<file path="src/rtl/pipe_stage_skid_pkg.sv">
// Shared pipeline definitions: stage-state encoding, control-field layout and
// default payload widths for each inter-stage boundary.
package pipe_stage_skid_pkg;

  typedef enum logic [1:0] {
    ST_EMPTY = 2'd0,
    ST_BUSY  = 2'd1,
    ST_FULL  = 2'd2
  } stage_state_e;

  // Control-field bit positions used by decode when packing in_ctrl
  localparam int unsigned CTRL_ALU_CTRL_LSB = 0;
  localparam int unsigned CTRL_ALU_CTRL_MSB = 3;
  localparam int unsigned CTRL_ALU_SRC      = 4;
  localparam int unsigned CTRL_MEM_WEN      = 5;
  localparam int unsigned CTRL_WB_SEL_LSB   = 6;
  localparam int unsigned CTRL_WB_SEL_MSB   = 7;

  localparam int unsigned DEFAULT_DATA_W = 96;
  localparam int unsigned DEFAULT_CTRL_W = 8;

  localparam int unsigned IF_ID_DATA_W  = 64;
  localparam int unsigned IF_ID_CTRL_W  = 8;
  localparam int unsigned ID_EX_DATA_W  = 96;
  localparam int unsigned ID_EX_CTRL_W  = 8;
  localparam int unsigned EX_MEM_DATA_W = 72;
  localparam int unsigned EX_MEM_CTRL_W = 8;
  localparam int unsigned MEM_WB_DATA_W = 40;
  localparam int unsigned MEM_WB_CTRL_W = 8;

  function automatic logic [7:0] pack_ctrl(input logic [3:0] alu_ctrl,
                                           input logic       alu_src,
                                           input logic       mem_wen,
                                           input logic [1:0] wb_sel);
    logic [7:0] c;
    c = '0;
    c[CTRL_ALU_CTRL_MSB:CTRL_ALU_CTRL_LSB] = alu_ctrl;
    c[CTRL_ALU_SRC]                        = alu_src;
    c[CTRL_MEM_WEN]                        = mem_wen;
    c[CTRL_WB_SEL_MSB:CTRL_WB_SEL_LSB]     = wb_sel;
    return c;
  endfunction

endpackage

</file>
<file path="src/rtl/pipe_stage_skid_entry.sv">
// One held pipeline slot: valid flag plus data and control payloads.
// Control reads as zero whenever the slot is invalid.
module pipe_entry_reg
  import pipe_stage_skid_pkg::*;
#(
  parameter int unsigned DATA_W = DEFAULT_DATA_W,
  parameter int unsigned CTRL_W = DEFAULT_CTRL_W
) (
  input  logic              clk,
  input  logic              reset,
  input  logic              clear,
  input  logic              load,
  input  logic [DATA_W-1:0] d_data,
  input  logic [CTRL_W-1:0] d_ctrl,
  output logic              q_valid,
  output logic [DATA_W-1:0] q_data,
  output logic [CTRL_W-1:0] q_ctrl
);

  logic              valid_q, valid_d;
  logic [DATA_W-1:0] data_q, data_d;
  logic [CTRL_W-1:0] ctrl_q, ctrl_d;

  // clear only drops the valid flag; payload registers keep stale contents
  always_comb begin
    valid_d = valid_q;
    data_d  = data_q;
    ctrl_d  = ctrl_q;
    if (clear) begin
      valid_d = 1'b0;
    end else if (load) begin
      valid_d = 1'b1;
      data_d  = d_data;
      ctrl_d  = d_ctrl;
    end
  end

  always_ff @(posedge clk) begin
    if (reset) begin
      valid_q <= 1'b0;
      data_q  <= '0;
      ctrl_q  <= '0;
    end else begin
      valid_q <= valid_d;
      data_q  <= data_d;
      ctrl_q  <= ctrl_d;
    end
  end

  assign q_valid = valid_q;
  assign q_data  = data_q;
  assign q_ctrl  = valid_q ? ctrl_q : '0;

endmodule

</file>
<file path="src/rtl/pipe_stage_skid.sv">
// Pipeline stage register with valid/ready handshake, optional 2-entry skid
// buffer and synchronous flush; the main entry always holds the older item.
module pipe_stage_skid
  import pipe_stage_skid_pkg::*;
#(
  parameter int unsigned DATA_W = DEFAULT_DATA_W,
  parameter int unsigned CTRL_W = DEFAULT_CTRL_W,
  parameter bit          SKID   = 1'b1
) (
  input  logic              clk,
  input  logic              reset,
  input  logic              flush,
  input  logic              in_valid,
  output logic              in_ready,
  input  logic [DATA_W-1:0] in_data,
  input  logic [CTRL_W-1:0] in_ctrl,
  output logic              out_valid,
  input  logic              out_ready,
  output logic [DATA_W-1:0] out_data,
  output logic [CTRL_W-1:0] out_ctrl,
  output logic [1:0]        occupancy
);

  stage_state_e state_q, state_d;

  logic              main_load, main_clear, main_from_skid;
  logic              skid_load, skid_clear;
  logic              main_valid, skid_valid;
  logic [DATA_W-1:0] main_data, skid_data;
  logic [CTRL_W-1:0] main_ctrl, skid_ctrl;

  // With the skid buffer, in_ready is a pure decode of the state register
  assign in_ready = SKID ? (state_q != ST_FULL) : (out_ready | ~main_valid);

  always_comb begin
    state_d        = state_q;
    main_load      = 1'b0;
    main_clear     = 1'b0;
    main_from_skid = 1'b0;
    skid_load      = 1'b0;
    skid_clear     = 1'b0;
    if (flush) begin
      state_d    = ST_EMPTY;
      main_clear = 1'b1;
      skid_clear = 1'b1;
    end else begin
      unique case (state_q)
        ST_EMPTY: begin
          if (in_valid) begin
            state_d   = ST_BUSY;
            main_load = 1'b1;
          end
        end
        ST_BUSY: begin
          if (out_ready) begin
            if (in_valid) begin
              main_load = 1'b1;
            end else begin
              state_d    = ST_EMPTY;
              main_clear = 1'b1;
            end
          end else if (in_valid && SKID) begin
            state_d   = ST_FULL;
            skid_load = 1'b1;
          end
        end
        ST_FULL: begin
          if (out_ready) begin
            state_d        = ST_BUSY;
            main_load      = 1'b1;
            main_from_skid = 1'b1;
            skid_clear     = 1'b1;
          end
        end
        default: state_d = ST_EMPTY;
      endcase
    end
  end

  always_ff @(posedge clk) begin
    if (reset) state_q <= ST_EMPTY;
    else       state_q <= state_d;
  end

  pipe_entry_reg #(.DATA_W(DATA_W), .CTRL_W(CTRL_W)) u_main (
    .clk     (clk),
    .reset   (reset),
    .clear   (main_clear),
    .load    (main_load),
    .d_data  (main_from_skid ? skid_data : in_data),
    .d_ctrl  (main_from_skid ? skid_ctrl : in_ctrl),
    .q_valid (main_valid),
    .q_data  (main_data),
    .q_ctrl  (main_ctrl)
  );

  generate
    if (SKID) begin : g_skid
      pipe_entry_reg #(.DATA_W(DATA_W), .CTRL_W(CTRL_W)) u_skid (
        .clk     (clk),
        .reset   (reset),
        .clear   (skid_clear),
        .load    (skid_load),
        .d_data  (in_data),
        .d_ctrl  (in_ctrl),
        .q_valid (skid_valid),
        .q_data  (skid_data),
        .q_ctrl  (skid_ctrl)
      );
    end else begin : g_no_skid
      assign skid_valid = 1'b0;
      assign skid_data  = '0;
      assign skid_ctrl  = '0;
    end
  endgenerate

  assign out_valid = main_valid;
  assign out_data  = main_data;
  assign out_ctrl  = main_ctrl;
  assign occupancy = {1'b0, main_valid} + {1'b0, skid_valid};

endmodule

</file>
<file path="config.mk">
export PLATFORM = sky130hd
export DESIGN_NAME = pipe_stage_skid
export DESIGN_NICKNAME = d
export VERILOG_FILES = /design/src/rtl/pipe_stage_skid_pkg.sv /design/src/rtl/pipe_stage_skid_entry.sv /design/src/rtl/pipe_stage_skid.sv
export SDC_FILE = /design/constraint.sdc
export NUM_CORES = 1
export LEC_CHECK = 0
export BUFFER_PORTS_ARGS = -buffer_cell sky130_fd_sc_hd__buf_2
export CORE_ASPECT_RATIO = 0.6
export CORE_MARGIN = 2
export CORE_UTILIZATION = 50
export DETAILED_ROUTE_END_ITERATION = 8
export GPL_ROUTABILITY_DRIVEN = 1
export PLACE_DENSITY = 0.85
export SETUP_SLACK_MARGIN = 0.05
export SYNTH_ARGS = -nofsm -noshare
export SYNTH_HDL_FRONTEND = slang
export SYNTH_HIERARCHICAL = 1
export SYNTH_SLANG_ARGS = --single-unit
</file>
<file path="constraint.sdc">
create_clock -name clk -period 1.8 [get_ports clk]
set_clock_uncertainty 0.05 [all_clocks]
set_input_delay 0.18 -clock clk [delete_from_list [all_inputs] [get_ports clk]]
set_output_delay 0.18 -clock clk [all_outputs]
set_load 0.03 [all_outputs]
</file>
==> impl_metrics.toml <==
[logic_synthesis]
synth.largest_area_cell = "dfxtp_1"
syn-num-nets = 1211
yosys_warnings = 6
ys_ff_latch = 212
async_reset_ff_share_pct = 0
ys.flop_type = "dfxtp_1"
syn_area_per_cell_um2 = 10.0
postSynthCellCount = 1101
yosys.area.top_type_share_pct = 38.5
ys_top_cells_by_area = "dfxtp_1, nand4bb_1, nand2b_1, o21ai_1, mux2_1"
yosysMostFrequentCell = "dfxtp_1"
synthTopCellsByCount = "dfxtp_1, nand2b_1, nand4bb_1, o21ai_1, clkbuf_1"
ys_types = 27
synth_edf_count = 0
syn-cell-area_um2 = 11000
ys_seq_area_share_pct = 38.5

[critical_path]
crit_path_end = "u_main/ctrl_q[4]"
critPathMaxFanout = 20
crit_start = "state_q[0]"
crit_type = "flip-flop to flip-flop"
reg2reg_to = "u_main/ctrl_q[4]"
rrSetupSlack_ns = 0.07
rr_worst_depth = 7
cp.required_ns = 2.13
cp-end-kind = "flip-flop"
crit_arrival_ns = 2.05
cp-start-kind = "flip-flop"
r2r_start = "state_q[0]"

[floorplanning]
die_x_um = 196
core_area_um2 = 21800
die_y_um = 119
boundaryPins = 217
start_util_pct = 50.5
rows = 42
die-area_um2 = 23300

[cts]
clk_path_buf_depth = 3
clock-sinks = 212
clock-root-buffer = "clkbuf_16"
cts_tree = "built"
numCtsBuffers = 21
htree_levels = 1
worst_skew_pair.late_latency_ns = 0.51
clkSlewWorstSetupHoldPaths_ns = 0.07

[sta]
fin_tns_setup_ns = 0
max_slew_margin_pct = 64.3
setup_viol = 0
finalCriticalPeriod_ns = 1.73
fmax_ghz = 0.580
hold_viol = 0
drv_slew = 0
worstMarginPinSlew_ns = 0.535
rsz0062_at_grt = "true"
post-route-period-util_pct = 95.8

[finish]
fin_cells = 1682
syn2layout_area_growth_pct = 31.4
layout.nets = 1491
drive_above_1_share_pct = 25.8
fin_area_um2 = 14500
diodes = 0

[power]
power_density_nw_per_um2 = 752
peakVddDrop_uv = 554
fin_total_pwr_uw = 10900
p_leak_uw = 0.00552

[global_routing]
overflow = 0
antenna_found_initial = 0
grt_pass1_vias = 9321
grt_max_degree = 95
grt_use_total_pct = 25.6
grt_pass1_wl_um = 49100

[place]
io_buffers = 216
routabilityCongestion = 0.770
place_hpwl_um = 17700
placed_area_um2 = 12400
dp.cells = 1520

[detailed_routing]
remaining_drc_errors = 0
detail-route-antenna-nets = 0
routed_wl_um = 32900
vias_per_cell = 5.70
wl_per_cell_um = 19.6
dr.pass1.iters = 5
drt_iter0_markers = 742
vias = 9588

[worst_hold_path]
min-delay-start = "out_ready"
hp-class = "input port to flip-flop"

[run]
maxCapViolations = 0

[status]
status = "finished clean"
[power by group]
| group | switching, uW | leakage (uW) | total (uW) | internal (uW) |
|---|---|---|---|---|
| registers | 54.5 | 0.00172 | 4840 | 4780 |
| clock network | 1900 | 0.000343 | 4600 | 2700 |
| logic | 712 | 0.00346 | 1440 | 731 |
[repair_timing]
| action | in CTS | in global routing |
|---|---|---|
| buffers inserted | 0 | 9 |
| endpoints found under the setup margin | 67 | 209 |
| resized for setup | 4 | 9 |
| hold buffers | 107 | 0 |
| cloned | 1 | 7 |
| endpoints found under the hold margin | 106 | 0 |
[per-stage QoR]
step           utilization [%]  setup slack (ns)  hold slack, ns
2_1_floorplan                -             0.177           0.202
3_3_place_gp              56.7            0.0683           0.396
3_5_place_dp              56.7           0.00238           0.400
4_1_cts                   65.1            0.0562           0.146
5_1_grt                   66.4           0.00191           0.162
6_report                  66.4            0.0749           0.161
[cell usage in the layout (no fill, tap or decap), types with 2 or more instances in the layout]
cell type,count
and2_1,16
and2b_4,2
buf_12,15
buf_16,5
buf_2,215
buf_4,29
bufinv_16,2
clkbuf_1,7
clkbuf_16,27
clkbuf_8,7
dfxtp_1,209
dfxtp_2,2
dlygate4sd3_1,107
mux2_1,59
mux2_2,45
nand2b_1,210
nand4bb_1,208
nor2_1,2
nor3_1,2
o21ai_1,208
[worst min path at each step]
| stage | end | slack [ns] | depth (start not counted) |
|---|---|---|---|
| final | state_q[0] | 0.16 | 4 |
| after global routing | state_q[0] | 0.16 | 4 |
| after CTS | state_q[0] | 0.15 | 4 |
| after detailed placement | g_skid.u_skid/q_data[52] | 0.40 | 2 |
| after global placement | g_skid.u_skid/ctrl_q[2] | 0.40 | 2 |
| after floorplan | state_q[0] | 0.20 | 1 |
[critical path, cell delays in order (launching register included)]
cell and delay, ns:
dfxtp_2 0.34, nand3b_4 0.17, nor2_4 0.11, buf_12 0.18, buf_16 0.18, mux2_2 0.34, nand4bb_1 0.13, o21ai_1 0.08
[layer usage]
layer,share of wire [%],GRT usage [%],up-vias
li1,-,-,4541
met1,45,35.2,4629
met2,45,40.9,378
met3,8.0,5.98,40
met4,1.8,5.92,0
met5,0,0,-
[registers in the layout, indices dropped and copies added (netlist names)]
| signal | cells |
|---|---|
| state_q | 2 |
| u_main/q_data | 96 |
| u_main/q_valid | 1 |
| g_skid.u_skid/q_valid | 1 |
| u_main/ctrl_q | 8 |
| g_skid.u_skid/q_data | 96 |
| g_skid.u_skid/ctrl_q | 8 |
[cells by family (layout without fill, tap and decap cells)]
group,Yosys count,in the layout,share of synthesized area [%]
AOI/OAI and AO/OA,212,212,9.74
DFF,212,212,38.5
and+or+nand+nor,448,449,35.0
buffers and inverters,124,418,5.93
adders and majority gates,1,1,0.114
muxes,104,104,10.6
[area by class of cell]
class | count | area [um^2]
Fill cell | 1647 | 7340
Multi-Input combinational cell | 766 | 6170
Sequential cell | 212 | 4250
Timing Repair Buffer | 379 | 2980
Clock buffer | 34 | 634
Tap cell | 286 | 358
Clock inverter | 4 | 76.3
Inverter | 1 | 3.75
(Power assumes the default switching activity.)
